===== src/rtl/hazard_stall_ctrl.sv =====
// Hazard controller for the IF/ID/IX/IM/IW pipeline: stage hold/bubble/flush sequencing and IX operand forwarding.
// Optional feature macro: HAZARD_FWD_EN (forwarding + load-use-only stalls); undefined = interlock on every RAW.
module hazard_stall_ctrl #(
    parameter int RA_W        = 5,
    parameter int MEM_TIMEOUT = 255
) (
    input  logic            clk,
    input  logic            rst_n,
    input  logic [RA_W-1:0] id_rs,
    input  logic [RA_W-1:0] id_rt,
    input  logic            id_uses_rs,
    input  logic            id_uses_rt,
    input  logic [RA_W-1:0] ix_rs,
    input  logic [RA_W-1:0] ix_rt,
    input  logic [RA_W-1:0] ix_dest,
    input  logic            ix_wr,
    input  logic            ix_load,
    input  logic [RA_W-1:0] im_dest,
    input  logic            im_wr,
    input  logic [RA_W-1:0] iw_dest,
    input  logic            iw_wr,
    input  logic            im_update_pc,
    input  logic            dmem_req,
    input  logic            dmem_ack,
    output logic            pc_hold,
    output logic            ifid_hold,
    output logic            idix_bubble,
    output logic            ixim_hold,
    output logic            imiw_bubble,
    output logic            flush,
    output logic [1:0]      fwd_a_sel,
    output logic [1:0]      fwd_b_sel,
    output logic [1:0]      state,
    output logic            mem_timeout
);

    typedef enum logic [1:0] {
        S_RUN     = 2'b00,
        S_STALL   = 2'b01,
        S_MEMWAIT = 2'b10,
        S_FLUSH   = 2'b11
    } state_e;

    localparam logic [7:0] TMO = 8'(MEM_TIMEOUT);

    state_e     state_q, state_d;
    logic [7:0] cnt_q, cnt_d;
    logic       pend_flush_q, pend_flush_d;
    logic       mem_timeout_q, mem_timeout_d;

    logic       memwait, do_flush, hazard, stall;
    logic [1:0] fwd_a, fwd_b;

    // r0 is hardwired zero, so it never creates a dependency
    function automatic logic hit(input logic [RA_W-1:0] a, input logic [RA_W-1:0] b);
        return (a != '0) && (a == b);
    endfunction

`ifdef HAZARD_FWD_EN
    function automatic logic [1:0] fwd_sel(input logic [RA_W-1:0] s, input logic [RA_W-1:0] imd,
                                           input logic imw, input logic [RA_W-1:0] iwd, input logic iww);
        if (imw && hit(s, imd)) return 2'b01;
        if (iww && hit(s, iwd)) return 2'b10;
        return 2'b00;
    endfunction

    assign hazard = ix_load & ix_wr & ((id_uses_rs & hit(id_rs, ix_dest)) |
                                       (id_uses_rt & hit(id_rt, ix_dest)));
    assign fwd_a  = fwd_sel(ix_rs, im_dest, im_wr, iw_dest, iw_wr);
    assign fwd_b  = fwd_sel(ix_rt, im_dest, im_wr, iw_dest, iw_wr);
`else
    function automatic logic dep(input logic [RA_W-1:0] s,
                                 input logic [RA_W-1:0] xd, input logic xw,
                                 input logic [RA_W-1:0] md, input logic mw,
                                 input logic [RA_W-1:0] wd, input logic ww);
        return (xw & hit(s, xd)) | (mw & hit(s, md)) | (ww & hit(s, wd));
    endfunction

    // Without bypass paths the consumer waits in ID until its producer has retired
    assign hazard = (id_uses_rs & dep(id_rs, ix_dest, ix_wr, im_dest, im_wr, iw_dest, iw_wr)) |
                    (id_uses_rt & dep(id_rt, ix_dest, ix_wr, im_dest, im_wr, iw_dest, iw_wr));
    assign fwd_a  = 2'b00;
    assign fwd_b  = 2'b00;

    logic unused_fwd_inputs;
    assign unused_fwd_inputs = ^{ix_rs, ix_rt, ix_load};
`endif

    always_comb begin
        state_d       = S_RUN;
        cnt_d         = 8'd0;
        pend_flush_d  = pend_flush_q;
        mem_timeout_d = mem_timeout_q;

        memwait  = dmem_req & ~dmem_ack;
        do_flush = (im_update_pc | pend_flush_q) & ~memwait;
        stall    = hazard & ~memwait & ~do_flush;

        if (memwait) begin
            state_d      = S_MEMWAIT;
            cnt_d        = (cnt_q == 8'hFF) ? cnt_q : cnt_q + 8'd1;
            // A redirect resolved during the wait must survive until the wait ends
            pend_flush_d = pend_flush_q | im_update_pc;
            if (cnt_d == TMO) mem_timeout_d = 1'b1;
        end else if (do_flush) begin
            state_d      = S_FLUSH;
            pend_flush_d = 1'b0;
        end else if (stall) begin
            state_d      = S_STALL;
        end

        // Held quiet while reset is asserted, whatever the stage inputs show
        pc_hold     = rst_n & (memwait | stall);
        ifid_hold   = rst_n & (memwait | stall);
        idix_bubble = rst_n & stall;
        ixim_hold   = rst_n & memwait;
        imiw_bubble = rst_n & memwait;
        flush       = rst_n & do_flush;
        fwd_a_sel   = rst_n ? fwd_a : 2'b00;
        fwd_b_sel   = rst_n ? fwd_b : 2'b00;
    end

    always_ff @(posedge clk or negedge rst_n) begin
        if (!rst_n) begin
            state_q       <= S_RUN;
            cnt_q         <= 8'd0;
            pend_flush_q  <= 1'b0;
            mem_timeout_q <= 1'b0;
        end else begin
            state_q       <= state_d;
            cnt_q         <= cnt_d;
            pend_flush_q  <= pend_flush_d;
            mem_timeout_q <= mem_timeout_d;
        end
    end

    assign state       = state_q;
    assign mem_timeout = mem_timeout_q;

endmodule

===== config.mk =====
export PLATFORM = sky130hd
export DESIGN_NAME = hazard_stall_ctrl
export DESIGN_NICKNAME = d
export VERILOG_FILES = /design/src/rtl/hazard_stall_ctrl.sv
export SDC_FILE = /design/constraint.sdc
export NUM_CORES = 1
export LEC_CHECK = 0
export CAP_MARGIN = 20
export CORE_MARGIN = 2
export CORE_UTILIZATION = 25
export DETAILED_ROUTE_END_ITERATION = 6
export PLACE_DENSITY = 0.66
export SETUP_SLACK_MARGIN = 0.02
export SYNTH_ARGS = -nofsm -noshare
export SYNTH_HDL_FRONTEND = slang
export SYNTH_SLANG_ARGS = --single-unit

===== constraint.sdc =====
create_clock -name clk -period 1.8 [get_ports clk]
set_input_delay 0.18 -clock clk [delete_from_list [all_inputs] [get_ports clk]]
set_output_delay 0.18 -clock clk [all_outputs]
set_load 0.1 [all_outputs]

; Yosys cells after proc, flatten, opt, wreduce, memory -nomap -nowiden
; Cells that the tools add are included.
[op_classes]
addsub = 1
mul = 0
div_mod_pow = 0
order_cmp = 0
eq_ne = 8
n_shift = 0
muxes = 7
n_bitwise = 26
n_reduce_logical = 10
[ops]
columns = operator, n
row1 = $eq 5x5->1, 6
row2 = $and 1x1->1, 16
row3 = $eq 8x8->1 const B, 2
row4 = $mux 8, 2
row5 = $reduce_bool 5->1, 2
row6 = $add 8x1->8 const B, 1
row7 = $or 1x1->1, 7
row8 = $logic_and 1x1->1, 6
row9 = $mux 2, 2
row10 = $mux 1, 3
row11 = $not 1->1, 3
row12 = $reduce_and 2->1, 1
row13 = $reduce_bool 2->1, 1
[totals]
reg_bits = 12
latchBits = 0
mem_bits_rw = 0
mem_bits_ro = 0
n_memories = 0

; Depth between registers and ports, before layout
[logic_depth]
ltp_word = 12
ltp_mapped = 7

; Worst setup path before layout
; OpenSTA, ideal clock, no wires.
[synth_path]
kind = input-to-output
startpoint = input iw_dest[0]
endpoint = output pc_hold
arrival_ns = 2.866
t_required_ns = 1.620
slack_ns = -1.246
path_stages = 6
path_cell_list = xor2_1 nor4_1 and3_1 o31ai_1 o211ai_1 buf_4
[synth_via]
elab_chain_cells = 10
word_cells_on_any_way = 15
[synth_lines]
columns = item, line_no
row1 = "start, declared", 20  ; input logic [RA_W-1:0] iw_dest,
row2 = $eq 5x5->1, 56  ; return (a != '0) && (a == b);
row3 = $logic_and 1x1->1, 56
row4 = $and 1x1->1, 76  ; return (xw & hit(s, xd)) | (mw & hit(s, md)) | (ww & hit(s, wd));
row5 = $or 1x1->1, 76
row6 = "$and 1x1->1, on equally long branches", "80, 81"
row7 = $or 1x1->1 (*), 80  ; assign hazard = (id_uses_rs & dep(id_rs, ix_dest, ix_wr, im_dest, im_wr, iw_dest, iw_wr)) |
row8 = $and 1x1->1 (*) (2 in series), 97  ; stall = hazard & ~memwait & ~do_flush;
row9 = $or 1x1->1 (*), n/a
row10 = $and 1x1->1 (*), n/a
row11 = "end, declared", 25  ; output logic pc_hold,
; Mark *: on every way between the ends. The rest lies on a longest branch, timed or not.

; Final worst setup path
[layout_path]
startpoint = input id_rt[0]
endpoint = output ifid_hold
[layout_via]
elab_chain_cells = 11
word_cells_on_any_way = 18
[layout_lines]
columns = item, line_no
row1 = "start, declared", 10  ; input logic [RA_W-1:0] id_rt,
row2 = $eq 5x5->1 or $reduce_bool 5->1 (tied branches), 56
row3 = $logic_and 1x1->1, 56
row4 = $and 1x1->1, 76
row5 = $or 1x1->1, 76
row6 = $or 1x1->1 (*), 76
row7 = $and 1x1->1 (*), 81  ; (id_uses_rt & dep(id_rt, ix_dest, ix_wr, im_dest, im_wr, iw_dest, iw_wr));
row8 = $or 1x1->1 (*), 80
row9 = $and 1x1->1 (*) (2 in series), 97
row10 = $or 1x1->1 (*), 114  ; ifid_hold = rst_n & (memwait | stall);
row11 = $and 1x1->1 (*), 114
row12 = "end, declared", 26  ; output logic ifid_hold,
; Marked as above.

==> impl_metrics.ini <==
[power]
power_mw = 0.971
p_sw_share_pct = 34.8
pwr_density_cell_mw_per_mm2 = 522
power_frac_comb_pct = 39.7
p_sw_mw = 0.338
p_leak_nw = 0.842
pwr-share-seq_pct = 29.0
pwr-share-clk_pct = 31.3
ir_worst_vdd_mv = 0.455
intPower_mw = 0.633

[placed_design]
placed_cell_area_sq_mm = 0.00174
place_congestion = 0.874
dp_hpwl_um = 2460
io_buffers = 43

[floorplanning]
die_area_sq_mm = 0.00484
core_area_sq_mm = 0.00406
die_w_um = 69.6
ios = 59
start_util_pct = 26.5
core.rowCount = 23
die_h_um = 69.6

[detailed_routing]
vias = 1156
post-route-drc-count = 0
ant_nets = 0
wirelength_um = 3210
dr.pass1.iters = 4
vias_per_cell = 4.84
drtIter0Drc = 28
routedWlPerCell_um = 13.4

[grt]
grt_pass1_wl_um = 4780
grt_max_degree = 11
grt.overflow.total = 0
antenna_found_initial = 0
grt_pass1_vias = 1076
grt_use_total_pct = 12.2

[critical_path]
crit_family = buffers and inverters
start_kind = primary input
path_class = primary input to output pin
max_stage_delay_ns = 0.34
worstSetupPathDepth = 10
reg2reg_depth = 6
timing.rr.start = cnt_q[0]
cp_slowest_cell = nor4_2
worstPathRequired_ns = 1.62
path_cells = buf_8 -> buf_6 -> xor2_1 -> nor4_2 -> and3_1 -> o31ai_4 -> buf_4 -> o211ai_1 -> buf_4 -> buf_12
cp_max_fo = 3
ff2ff_setup_slack_ns = 0.14
path_buf_inv = 5
cp-startpoint = id_rt[0]
r2r_end = mem_timeout
critPathArrivalTime_ns = 1.86
crit_path_end = ifid_hold
worst_path_most_repeated_cell = buf_4
end_kind = output pin

[logic_synthesis]
synthCells = 124
yosys.area.top_type = dfrtp_1
yosysSeqAreaShare_pct = 27.9
ys.flop_type = dfrtp_1
synth_warnings = 0
synth.area.top_cells = dfrtp_1 28%, xor2_1 20%, xnor2_1 6.5%
synth_edf_count = 0
ys_ff_latch = 12
avgSynthCellArea_sq_um = 8.68
synthArstFlopShare_pct = 100
synth.most_common_cell = xor2_1
yosys.area.top_type_share_pct = 27.9
syn_area_sq_mm = 0.00108
synth_commonest_cells = 25 x xor2_1, 12 x dfrtp_1, 11 x and3_1, 9 x nor2_1
ys_types = 32

[clock_tree]
cts_buffer_depth = 2
clock_latency_ns = 0.25
cts_tree = done
htreeDepth = 1
clk_pin_slew_ns = 0.05
clkSinkCount = 12
cts_buffers = 3
root_buffer = clkbuf_8

[finish]
areaGrowthSynthToFinish_pct = 72.8
nets = 237
insertedDiodeCount = 0
drive_gt1_share_pct = 37.6
postLayoutCellArea_sq_mm = 0.00186

[status]
violations = negative setup slack
status = complete, but fails checks

[timing]
min_period_over_period_pct = 113
fin_crit_ns = 2.04
skew_ns = 0.000662
setup-violations-final = 3
hold_viol_final = 0
hold_slack_ns = 0.290
timing.fmax_mhz = 490
maxSlewViolCount = 0
setup_ws_ns = -0.242
rsz0062_at_grt = true

[job]
cap_violations = 0

[min_path]
min_path_type = primary input to asynchronous set/reset pin
[power by group through the flow]
stage | clock [mW] | sequential [mW] | combinational [mW]
floorplan | 0 | 0.313 | 0.167
global placement | 0 | 0.285 | 0.370
detailed placement | 0 | 0.286 | 0.372
CTS | 0.306 | 0.282 | 0.366
global route | 0.323 | 0.282 | 0.405
finish | 0.304 | 0.282 | 0.386
[worst register-to-register path, stage by stage (launching register included)]
cell and delay (ns):
dfrtp_1 0.41, ha_1 0.25, and3_2 0.27, nand3_2 0.16, nand3b_1 0.12, o21ai_0 0.10, a41o_1 0.24
[cells by family after synthesis]
kind of cell,after synthesis,share of synthesized area [%]
and+or+nand+nor,46,23.1
xor gates and xnor gates,33,26.9
AOI/OAI and AO/OA,20,14.0
DFF,12,27.9
buffers and inverters,10,5.70
adders and majority gates,1,1.16
other,1,0.349
muxes,1,0.930
[through the flow]
step	TNS, ns	util [%]	std cells	setup slack [ns]
after floorplan	-3.13	-	127	-1.22
after global placement	-1.80	42.8	232	-0.658
after detailed placement	-1.92	42.8	232	-0.702
after CTS	-0.437	44.2	238	-0.148
after global routing	-0.782	45.8	239	-0.281
final	-0.663	45.8	239	-0.242
[placed cells by master, fill, tap and decap left out, types with 4 or more instances in the layout]
cell type        Yosys  layout
xnor2_1              8       8
buf_6                0       8
nand2_1              8       8
buf_2                1       8
a31oi_1              5       5
clkbuf_8             0       4
dfrtp_1             12      12
clkdlybuf4s50_1      0       9
buf_12               0       6
xor2_1              25      22
and3_1              11       8
nor2_1               9       8
conb_1               1       4
clkbuf_2             0       4
buf_4                6      24
[area by class of cell]
cell class                      count  area (sq um)
Timing Repair Buffer               66           618
Fill cell                         384          2200
Tap cell                           50          62.6
Sequential cell                    12           300
Multi-Input combinational cell    105           816
Clock buffer                        4          55.1
Inverter                            2          7.51
[flip-flops by register name (all words and copies together) (netlist names)]
register	flops
mem_timeout	1
pend_flush_q	1
state	2
cnt_q	8
[worst min-delay path by stage]
stage | end | slack [ns] | cells past startpoint
finish | cnt_q[0] | 0.29 | 2
global route | cnt_q[0] | 0.30 | 2
CTS | state[1] | 0.29 | 2
detailed placement | mem_timeout | 0.46 | 1
global placement | mem_timeout | 0.46 | 1
floorplan | cnt_q[0] | -0.12 | 0
[timing repair]
item,in CTS,in global routing
gates resized for setup,85,35
hold buffers,0,0
endpoints found under the setup margin,3,4
pin swaps,17,18
buffers inserted,2,1
[metal layers]
layer  vias to the layer above  global-route usage, %  routed length, um
met4                         0                   5.23                 79
met5                         -                      0                  0
met3                         8                   2.47                203
met1                       541                   14.9               1390
met2                        51                   20.5               1540
li1                        556                      -                  -
(Power assumes the default switching activity.)
